==> config.mk <==
export PLATFORM = sky130hd
export DESIGN_NAME = hilo_muldiv_unit
export DESIGN_NICKNAME = d
export VERILOG_FILES = /design/src/rtl/hilo_muldiv_unit.sv
export SDC_FILE = /design/constraint.sdc
export NUM_CORES = 1
export LEC_CHECK = 0
export CORE_ASPECT_RATIO = 1.2
export CORE_MARGIN = 3
export CORE_UTILIZATION = 25
export DETAILED_ROUTE_END_ITERATION = 8
export DONT_BUFFER_PORTS = 1
export SLEW_MARGIN = 40
export SYNTH_ARGS = -nofsm -noshare
export SYNTH_HDL_FRONTEND = slang
export SYNTH_SLANG_ARGS = --single-unit
==> constraint.sdc <==
create_clock -name clk -period 10.8 [get_ports clk]
set_input_delay 2.16 -clock clk [delete_from_list [all_inputs] [get_ports clk]]
set_output_delay 2.16 -clock clk [all_outputs]
set_load 0.01 [all_outputs]
==> src/rtl/hilo_muldiv_unit.sv <==
// HI/LO register pair with an iterative signed multiply/divide engine.
// One result bit per cycle in RUN; signs are stripped on entry and reapplied in FIX.
module hilo_muldiv_unit #(
    parameter int WIDTH = 32
) (
    input  logic             clk,
    input  logic             rst_n,
    input  logic             start_mult,
    input  logic             start_div,
    input  logic [WIDTH-1:0] op_a,
    input  logic [WIDTH-1:0] op_b,
    input  logic [1:0]       move_hi_lo,
    output logic             busy,
    output logic             stall,
    output logic             done,
    output logic             div_by_zero,
    output logic [WIDTH-1:0] hi,
    output logic [WIDTH-1:0] lo,
    output logic [WIDTH-1:0] hilo_out
);

    localparam logic [1:0] MOVE_HIGH = 2'b01;
    localparam logic [1:0] MOVE_LOW  = 2'b10;
    localparam int         CW        = $clog2(WIDTH);

    typedef enum logic [1:0] {IDLE, RUN, FIX, ZDIV} state_t;

    state_t             state, state_next;
    logic [CW-1:0]      cnt;
    logic [2*WIDTH-1:0] acc;
    logic [WIDTH:0]     mag_a, mag_b;
    logic               sign_a, sign_b, is_div;

    logic [WIDTH:0]     ext_a, ext_b, abs_a, abs_b;
    logic [WIDTH:0]     mult_sum, div_diff;
    logic [2*WIDTH-1:0] prod_fix;
    logic [WIDTH-1:0]   quot_fix, rem_fix;
    logic               last_iter;

    // Magnitudes are formed in WIDTH+1 bits so the most negative operand stays exact.
    always_comb begin
        ext_a     = {op_a[WIDTH-1], op_a};
        ext_b     = {op_b[WIDTH-1], op_b};
        abs_a     = ext_a[WIDTH] ? -ext_a : ext_a;
        abs_b     = ext_b[WIDTH] ? -ext_b : ext_b;
        mult_sum  = {1'b0, acc[2*WIDTH-1:WIDTH]} + (acc[0] ? mag_a : '0);
        div_diff  = {acc[2*WIDTH-1:WIDTH], acc[WIDTH-1]} - mag_b;
        prod_fix  = (sign_a ^ sign_b) ? -acc : acc;
        quot_fix  = (sign_a ^ sign_b) ? -acc[WIDTH-1:0] : acc[WIDTH-1:0];
        rem_fix   = sign_a ? -acc[2*WIDTH-1:WIDTH] : acc[2*WIDTH-1:WIDTH];
        last_iter = (cnt == CW'(WIDTH - 1));
    end

    always_ff @(posedge clk or negedge rst_n) begin
        if (!rst_n) state <= IDLE;
        else        state <= state_next;
    end

    // NOTE: every always_comb output gets a default first so no path leaves it unassigned (no latch).
    always_comb begin
        state_next = state;
        case (state)
            IDLE: begin
                if (start_mult)     state_next = RUN;
                else if (start_div) state_next = (op_b == '0) ? ZDIV : RUN;
            end
            RUN:     if (last_iter) state_next = FIX;
            FIX:     state_next = IDLE;
            ZDIV:    state_next = IDLE;
            default: state_next = IDLE;
        endcase
    end

    // NOTE: sequential state uses non-blocking assignments so every register samples pre-edge values.
    always_ff @(posedge clk or negedge rst_n) begin
        if (!rst_n) begin
            cnt         <= '0;
            acc         <= '0;
            mag_a       <= '0;
            mag_b       <= '0;
            sign_a      <= 1'b0;
            sign_b      <= 1'b0;
            is_div      <= 1'b0;
            hi          <= '0;
            lo          <= '0;
            done        <= 1'b0;
            div_by_zero <= 1'b0;
        end else begin
            done        <= 1'b0;
            div_by_zero <= 1'b0;
            case (state)
                IDLE: begin
                    if (start_mult || start_div) begin
                        sign_a <= op_a[WIDTH-1];
                        sign_b <= op_b[WIDTH-1];
                        mag_a  <= abs_a;
                        mag_b  <= abs_b;
                        is_div <= !start_mult;
                        cnt    <= '0;
                        acc    <= start_mult ? {{WIDTH{1'b0}}, abs_b[WIDTH-1:0]}
                                             : {{WIDTH{1'b0}}, abs_a[WIDTH-1:0]};
                    end
                end
                RUN: begin
                    cnt <= cnt + 1'b1;
                    if (is_div) begin
                        // Restoring step: keep the shifted remainder when the trial subtract goes negative.
                        if (div_diff[WIDTH])
                            acc <= {acc[2*WIDTH-2:WIDTH], acc[WIDTH-1], acc[WIDTH-2:0], 1'b0};
                        else
                            acc <= {div_diff[WIDTH-1:0], acc[WIDTH-2:0], 1'b1};
                    end else begin
                        acc <= {mult_sum, acc[WIDTH-1:1]};
                    end
                end
                FIX: begin
                    done <= 1'b1;
                    if (is_div) begin
                        lo <= quot_fix;
                        hi <= rem_fix;
                    end else begin
                        {hi, lo} <= prod_fix;
                    end
                end
                ZDIV: begin
                    done        <= 1'b1;
                    div_by_zero <= 1'b1;
                end
                default: ;
            endcase
        end
    end

    assign busy  = (state != IDLE);
    assign stall = busy & (start_mult | start_div | (move_hi_lo != 2'b00));

    always_comb begin
        hilo_out = '0;
        if (move_hi_lo == MOVE_HIGH)     hilo_out = hi;
        else if (move_hi_lo == MOVE_LOW) hilo_out = lo;
    end

endmodule

# == Word-level counts from Yosys, hierarchy flattened ==
# Cells that the tools add are included.
# totals
regBits,206
out_inout_bits,100
word_cells,68
# op_classes
addsub,8
n_eq_ne,9
n_mux,24
n_bitwise,4
reduce_logical,11
# op_table
op,n
2-to-1 mux 64 bit,4
2-to-1 mux 32 bit,7
one-hot mux 64 bit (2 select lines),1
2-to-1 mux 33 bit,3
negation 33 bit,2
negation 32 bit,2
negation 64 bit,1
adder 32 x 33 -> 33 bit,1
subtractor 33 bit,1
zero test 32 bit,1
one-hot mux 5 bit (2 select lines),1
2-to-1 mux 2 bit,4
"== test 2 bit, second input constant",3
one-hot mux 2 bit (3 select lines),1
AND reduction 2 bit,3
nonzero test 2 bit,3
"adder 5 x 1 -> 5 bit, second input constant",1
"== test 5 bit, second input constant",1
2-to-1 mux 5 bit,1
"== test 2 x 1 -> 1 bit, second input constant",2
"inequality test 2 bit, second input constant",2
"inequality test 3 bit, second input constant",1
zero test 2 bit,1
2-to-1 mux 1 bit,2
6 further kinds,7

# == Depth between registers and ports, before layout ==
# Gate-level depths: netlist of run 1.
# depth
ltp_word,5
mapped_depth,16
ltp_nobuf,14

# == Worst setup path after synthesis of run 1 ==
# OpenSTA, ideal clock, no wires.
# synth_timing
path_kind,input to register
start,in op_a[5]
end,reg acc[27]
setup_time_ps,104
arrival_time_ps,5065
required_time_ps,10696
path_slack_ps,5631
path_stages,10
path_buffers,1
path_cell_list,or4_1 > or4_1 > or2_1 > or3b_1 > or3_1 > clkbuf_1 > o31ai_1 > xor2_1 > mux2_2 > a221oi_1
# synth_via
elab_chain_len,5
# synth_rtl
item,line,text
start: declaration,10,"input logic [WIDTH-1:0] op_a,"
negation 33 bit,44,abs_a = ext_a[WIDTH] ? -ext_a : ext_a;
2-to-1 mux 33 bit,44,
2-to-1 mux 32 bit,100,"acc <= start_mult ? {{WIDTH{1'b0}}, abs_b[WIDTH-1:0]}"
2-to-1 mux 64 bit,93,if (start_mult || start_div) begin
one-hot mux 64 bit (2 select lines),91,case (state)
end signal: assignment,100,
end signal: assignment,109,"acc <= {acc[2*WIDTH-2:WIDTH], acc[WIDTH-1], acc[WIDTH-2:0], 1'b0};"
end signal: assignment,111,"acc <= {div_diff[WIDTH-1:0], acc[WIDTH-2:0], 1'b1};"
end: declaration,30,logic [2*WIDTH-1:0] acc;
# No other way between the ends. The select of a mux whose other input is x is not followed.
# A chain may end at the register's enable or synchronous reset.

# == Worst setup path in the final report of run 1 ==
# layout_timing
start,in move_hi_lo[0]
end,out stall
# layout_via
elab_chain_len,3
# layout_rtl
item,line,text
start: declaration,12,"input logic [1:0] move_hi_lo,"
nonzero test 2 bit,135,assign stall = busy & (start_mult | start_div | (move_hi_lo != 2'b00));
bitwise OR 1 bit,135,
AND 1 bit,135,
end: declaration,14,"output logic stall,"
# No other way between the ends.

==> results of run 1 <==
## sequential cells by signal, indices dropped and copies added, names as in the netlist, 2 cells and up
| register | count |
|---|---|
| acc | 64 |
| mag_a | 33 |
| mag_b | 33 |
| hi | 32 |
| lo | 32 |
| cnt | 5 |
| state | 2 |
## path summary, 6_finish.rpt
check / slack (ns) / cells after the start / endpoint
worst max-delay path: 5.72 / 2 / stall
worst min-delay path: 0.47 / 2 / mag_a[6]
worst max register to register: 5.93 / 13 / acc[37]
worst min register to register: 0.47 / 2 / mag_a[6]
max in group asynchronous: 9.01 / 0 / sign_a
min in group asynchronous: 1.34 / 0 / acc[56]
## cell usage after synthesis (38+ instances only)
cell	number
nand2_1	280
o21ai_0	216
dfrtp_1	206
a21oi_1	123
nor2_1	108
clkbuf_1	104
xnor2_1	101
xor2_1	80
ha_1	70
inv_1	61
mux2i_1	51
a211oi_1	50
a21o_1	40
and2_1	38
## report_power, final
group | total, mW | switching, mW | leakage, nW | internal (mW)
clock | 0.866 | 0.344 | 0.391 | 0.521
sequential | 1.62 | 0.537 | 2.60 | 1.08
combinational | 3.68 | 2.14 | 4.29 | 1.54
## kinds of logic after synthesis
family | share of synthesized area, %
adders and majority gates | 5.87
and+or+nand+nor | 18.0
AOI/OAI and AO/OA | 24.6
DFF | 33.1
xor gates and xnor gates | 10.2
muxes | 3.85
buffers and inverters | 4.49
## cell type report
| type | count | area [um2] |
|---|---|---|
| Inverter | 61 | 229 |
| Antenna cell | 1 | 2.50 |
| Clock buffer | 30 | 652 |
| Clock inverter | 11 | 169 |
| Timing Repair Buffer | 19 | 143 |
| Fill cell | 6535 | 44100 |
| Multi-Input combinational cell | 1524 | 9810 |
| Sequential cell | 206 | 5160 |
| Tap cell | 808 | 1010 |
## per-layer routing
layer,up-vias,global-route usage (%)
li1,6667,-
met1,6528,21.8
met2,474,26.4
met3,81,3.74
met4,0,4.49
met5,-,0
## stage by stage
stage	worst slack [ns]	total power, mW	utilization [%]	area [um2]	hold slack, ns
after CTS	5.72	6.16	28.0	17200	0.474
after detailed placement	5.30	5.27	26.7	16400	0.458
after global routing	5.64	6.69	28.0	17200	0.487
after global placement	5.28	5.20	26.6	16300	0.453
final	5.72	6.17	28.0	17200	0.470
after floorplan	5.63	4.26	-	15600	0.438
==> reports/metrics.yaml, run 1 <==
synth_cell_types: 66
wl_met2_mm: 24.9
area_growth_pct: 10.2
finalSetupViolCount: 0
cts_root_buffer: "clkbuf_16"
hp-start: "mag_a[6]"
clock_path_buffers: 3
dieArea_um2: 65400
wire_per_inst_um: 20.6
vdd_drop_max_mv: 0.129
cp_slowest_cell: "nor2_1"
grt_pass1_vias: 13710
seq_area_frac_synth_pct: 33.1
place_inst: 2618
cts-resized-gates: 0
drt_first_pass_iters: 5
crit_chain: "nor2_1 > a21oi_1"
ios: 170
drt-total-wl_mm: 54.9
crit_start: "move_hi_lo[0]"
path_max_fanout: 3
cts_tree: "yes"
hold_class: "flop to flop"
grt_max_degree: 207
grt_use_total_pct: 16.3
min_period_ns: 5.08
powerDensity_nw_per_um2: 359
syn-instance-count: 1915
post-cts-setup-buffers: 0
ant_nets: 0
setup_tns_ns: 0
antenna_found_initial: 0
critPathTopFamily: "simple AND/OR/NAND/NOR gates"
leakagePower_nw: 7.28
clock_skew_ns: 0.0277
max_stage_delay_ns: 0.49
nets: 1977
highest_layer: "met4"
worstSkewPairLatency_ns: 0.54
core_area_um2: 61300
yosysWarnings: 0
synthesis.nets: 2057
endpoint_kind: "primary output"
drv_slew: 0
synth_edf_count: 0
dp_hpwl_mm: 42.3
final_common_cell: "nand2_1"
ys_ff_latch: 206
required_ns: 8.64
grt-ovfl-total: 0
worst_slew_pin_slew_ns: 0.927
start_util_pct: 25.4
syn_area_um2: 15600
wl_met3_mm: 4.39
cp.arrival_ns: 2.92
vias: 13750
drt_iter0_drc: 1244
period_share_pct: 47.0
startpoint_type: "input pin"
status: "completed"
drcViolationCount: 0
clkTransAtPathRegs_ns: 0.06
synthFlopType: "dfrtp_1"
async_reset_ff_share_pct: 100
postCtsHoldBufs: 0
viasPerCell: 5.17
crit_buf_inv: 0
cap_violations: 0
h-tree-depth: 1
critPathKind: "input pin to primary output"
portBuffers: 0
synth_top_area_cell: "dfrtp_1"
die_y_um: 280
yosys-top-cells-area: "dfrtp_1 (33%), o21ai_0 (6.9%), nand2_1 (6.7%)"
wl_met1_mm: 24.3
rsz0062_at_grt: "no"
synth_top_area_share_pct: 33.1
cts_buffers: 23
avgSynthCellArea_um2: 8.14
hold_viol: 0
routabilityCongestion: 0.985
layout_common_cells: "nand2_1 (280), o21ai_0 (216), dfrtp_1 (204)"
drive_above_1_share_pct: 4.92
maxSlewHeadroom_pct: 37.6
die_x_um: 234
grt_pass1_wl_mm: 82.9
crit-reg2reg-launch: "acc[32]"
rows: 99
cts.sinks: 206
fmax_ghz: 0.197
finalNonFillerCells: 2660
(Power assumes the default switching activity.)
==> run 2: changes to the inputs <==
Clock period 10.8 ns to 4.32 ns, I/O delays scaled along.
==> reports/metrics.yaml, run 2 (synthesis gave the netlist of run 1 again) <==
multi_input_area_um2: 9790  # -0.23%
cap_violations: 0  # unchanged
startpoint_type: "flop"
rsz0062_at_grt: "no"
drt-total-wl_mm: 57.5  # +4.7%
cts.sinks: 206  # unchanged
h-tree-depth: 1  # unchanged
largestRegisters: "acc: 64 flops, mag_a: 33 flops, mag_b: 33 flops"
path_max_fanout: 19  # +16
die_x_um: 234  # unchanged
drv_slew: 0  # unchanged
hold_class: "input pin to async pin"
postCtsHoldBufs: 0  # unchanged
drcViolationCount: 0  # unchanged
worstSkewPairLatency_ns: 0.54  # about the same
ant_nets: 0  # unchanged
cts_tree: "yes"
max_stage_delay_ns: 0.59  # +0.10 ns
clock_skew_ns: 0.0176  # -0.0101 ns
largest_reg_flops: 64  # unchanged
dp_hpwl_mm: 45.1  # +6.7%
cp_common_cell: "a21oi_1"
viasPerCell: 5.25  # +1.5%
min_period_ns: 3.80
worst_slew_pin_slew_ns: 0.845  # -0.0825 ns
routabilityCongestion: 0.955  # -3.1%
crit_buf_inv: 1  # +1
antenna_found_initial: 0  # unchanged
grt_pass1_vias: 14047  # +2.5%
clock_path_buffers: 3  # unchanged
final_util_pct: 28.7  # +0.70 points
drt_first_pass_iters: 5  # unchanged
post-cts-setup-buffers: 0  # unchanged
cp.arrival_ns: 4.23  # +1.31 ns
grt_pass1_wl_mm: 86.8  # +4.6%
layout_common_cells: "nand2_1 (280), o21ai_0 (216), dfrtp_1 (205)"
vias: 14270  # +3.8%
critPathKind: "flop to flop"
die_y_um: 280  # unchanged
vdd_drop_max_mv: 0.314  # +140%
setup_tns_ns: 0  # unchanged
drt_iter0_drc: 1312  # +5.5%
start_util_pct: 25.4  # unchanged
crit_chain: "and2_1 > ha_1 > a21oi_1 > o22ai_1 > o311a_1 > o211ai_1 > o21ai_0 > a31oi_1 > buf_4 > o31ai_1 > a21oi_1 > xnor2_1 > a221o_1"
nets: 2036  # +3.0%
core_area_um2: 61300  # unchanged
drive_above_1_share_pct: 7.90  # +3.0 points
hold_viol: 0  # unchanged
grt-ovfl-total: 0  # unchanged
portBuffers: 0  # unchanged
ios: 170  # unchanged
fmax_ghz: 0.263
required_ns: 4.75  # -3.89 ns
cp_slowest_cell: "dfrtp_1"
wire_per_inst_um: 21.1  # +2.4%
nFillCells: 6521  # -0.21%
top_register: "acc"
dieArea_um2: 65400  # unchanged
final_common_cell: "nand2_1"
period_share_pct: 88.1
clkTransAtPathRegs_ns: 0.06  # about the same
pre_cts_ws_ns: 0.155  # -5.14 ns
critPathTopFamily: "compound AO/OA/AOI/OAI gates"
p_total_mw: 16.0  # +160%
status: "completed"
grt_max_degree: 207  # unchanged
num_antenna_cells: 0  # -1
finalSetupViolCount: 0  # unchanged
cts-resized-gates: 0  # unchanged
maxSlewHeadroom_pct: 43.1  # +5.5 points
rows: 99  # unchanged
worst_slack_ns: 0.515  # -5.21 ns
endpoint_kind: "flop"
cts_root_buffer: "clkbuf_16"
ff_latch_area_um2: 5160  # about the same
cts_buffers: 24  # +4.3%
area_growth_pct: 12.9
powerDensity_nw_per_um2: 911  # +150%
leakagePower_nw: 7.58  # +4.0%
grt_use_total_pct: 17.1  # +0.81 points
run 2: cell types whose count changed in the layout (fill, tap and decap cells not counted), sizes merged:
cell	before	now
clkinv	2	7
inv	62	63
bufinv	4	1
diode	1	0
buf	19	77
run 2: metal layers:
layer	routed length, um	GRT usage (%)	vias up	part of all wire, %
met1	25700	23.6	6873	45
met3	4420	3.51	82	7.7
li1	-	-	6808	-
met5	0	0	-	0
met4	1540	4.87	0	2.7
met2	25800	27.2	507	45
run 2: final timing paths:
path,endpoint,cells past startpoint,start,slack (ns)
max,acc[60],13,acc[0],0.52
min,lo[30],0,rst_n,0.04
max reg2reg,acc[60],13,acc[0],0.52
max in group asynchronous,mag_b[4],0,rst_n,3.84
min in group clk,is_div,1,start_mult,0.46
min reg2reg,mag_a[11],2,mag_a[11],0.46
run 2: report_power, final:
group          internal, mW  switching [mW]
combinational          4.27            5.91
clock                  1.21           0.913
sequential             2.71            1.02
run 2: stage by stage:
| stage | hold WS (ns) | std cells | instance area [um2] |
|---|---|---|---|
| final | 0.0357 | 2720 | 17600 |
| after CTS | 0.00101 | 2720 | 17600 |
| after detailed placement | 0.458 | 2676 | 16800 |
| after global routing | 0.0103 | 2720 | 17600 |
| after global placement | 0.453 | 2676 | 16800 |
| after floorplan | 0.438 | 1915 | 15600 |
run 2: final cells by class:
class | count | area share [%]
well taps | 808 | 5.74
flip-flops and latches | 206 | 29.3
inverters | 61 | 1.30
repair buffers | 77 | 3.43
multi-input cells | 1524 | 55.6
clock buffers | 30 | 3.94
clock inverters | 14 | 0.696
run 2: worst register-to-register path: stages (launching register included):
cell	delay [ns]
dfrtp_1	0.59
and2_1	0.25
ha_1	0.36
a21oi_1	0.09
o22ai_1	0.24
o311a_1	0.26
o211ai_1	0.19
o21ai_0	0.45
a31oi_1	0.17
buf_4	0.18
o31ai_1	0.32
a21oi_1	0.14
xnor2_1	0.14
a221o_1	0.31
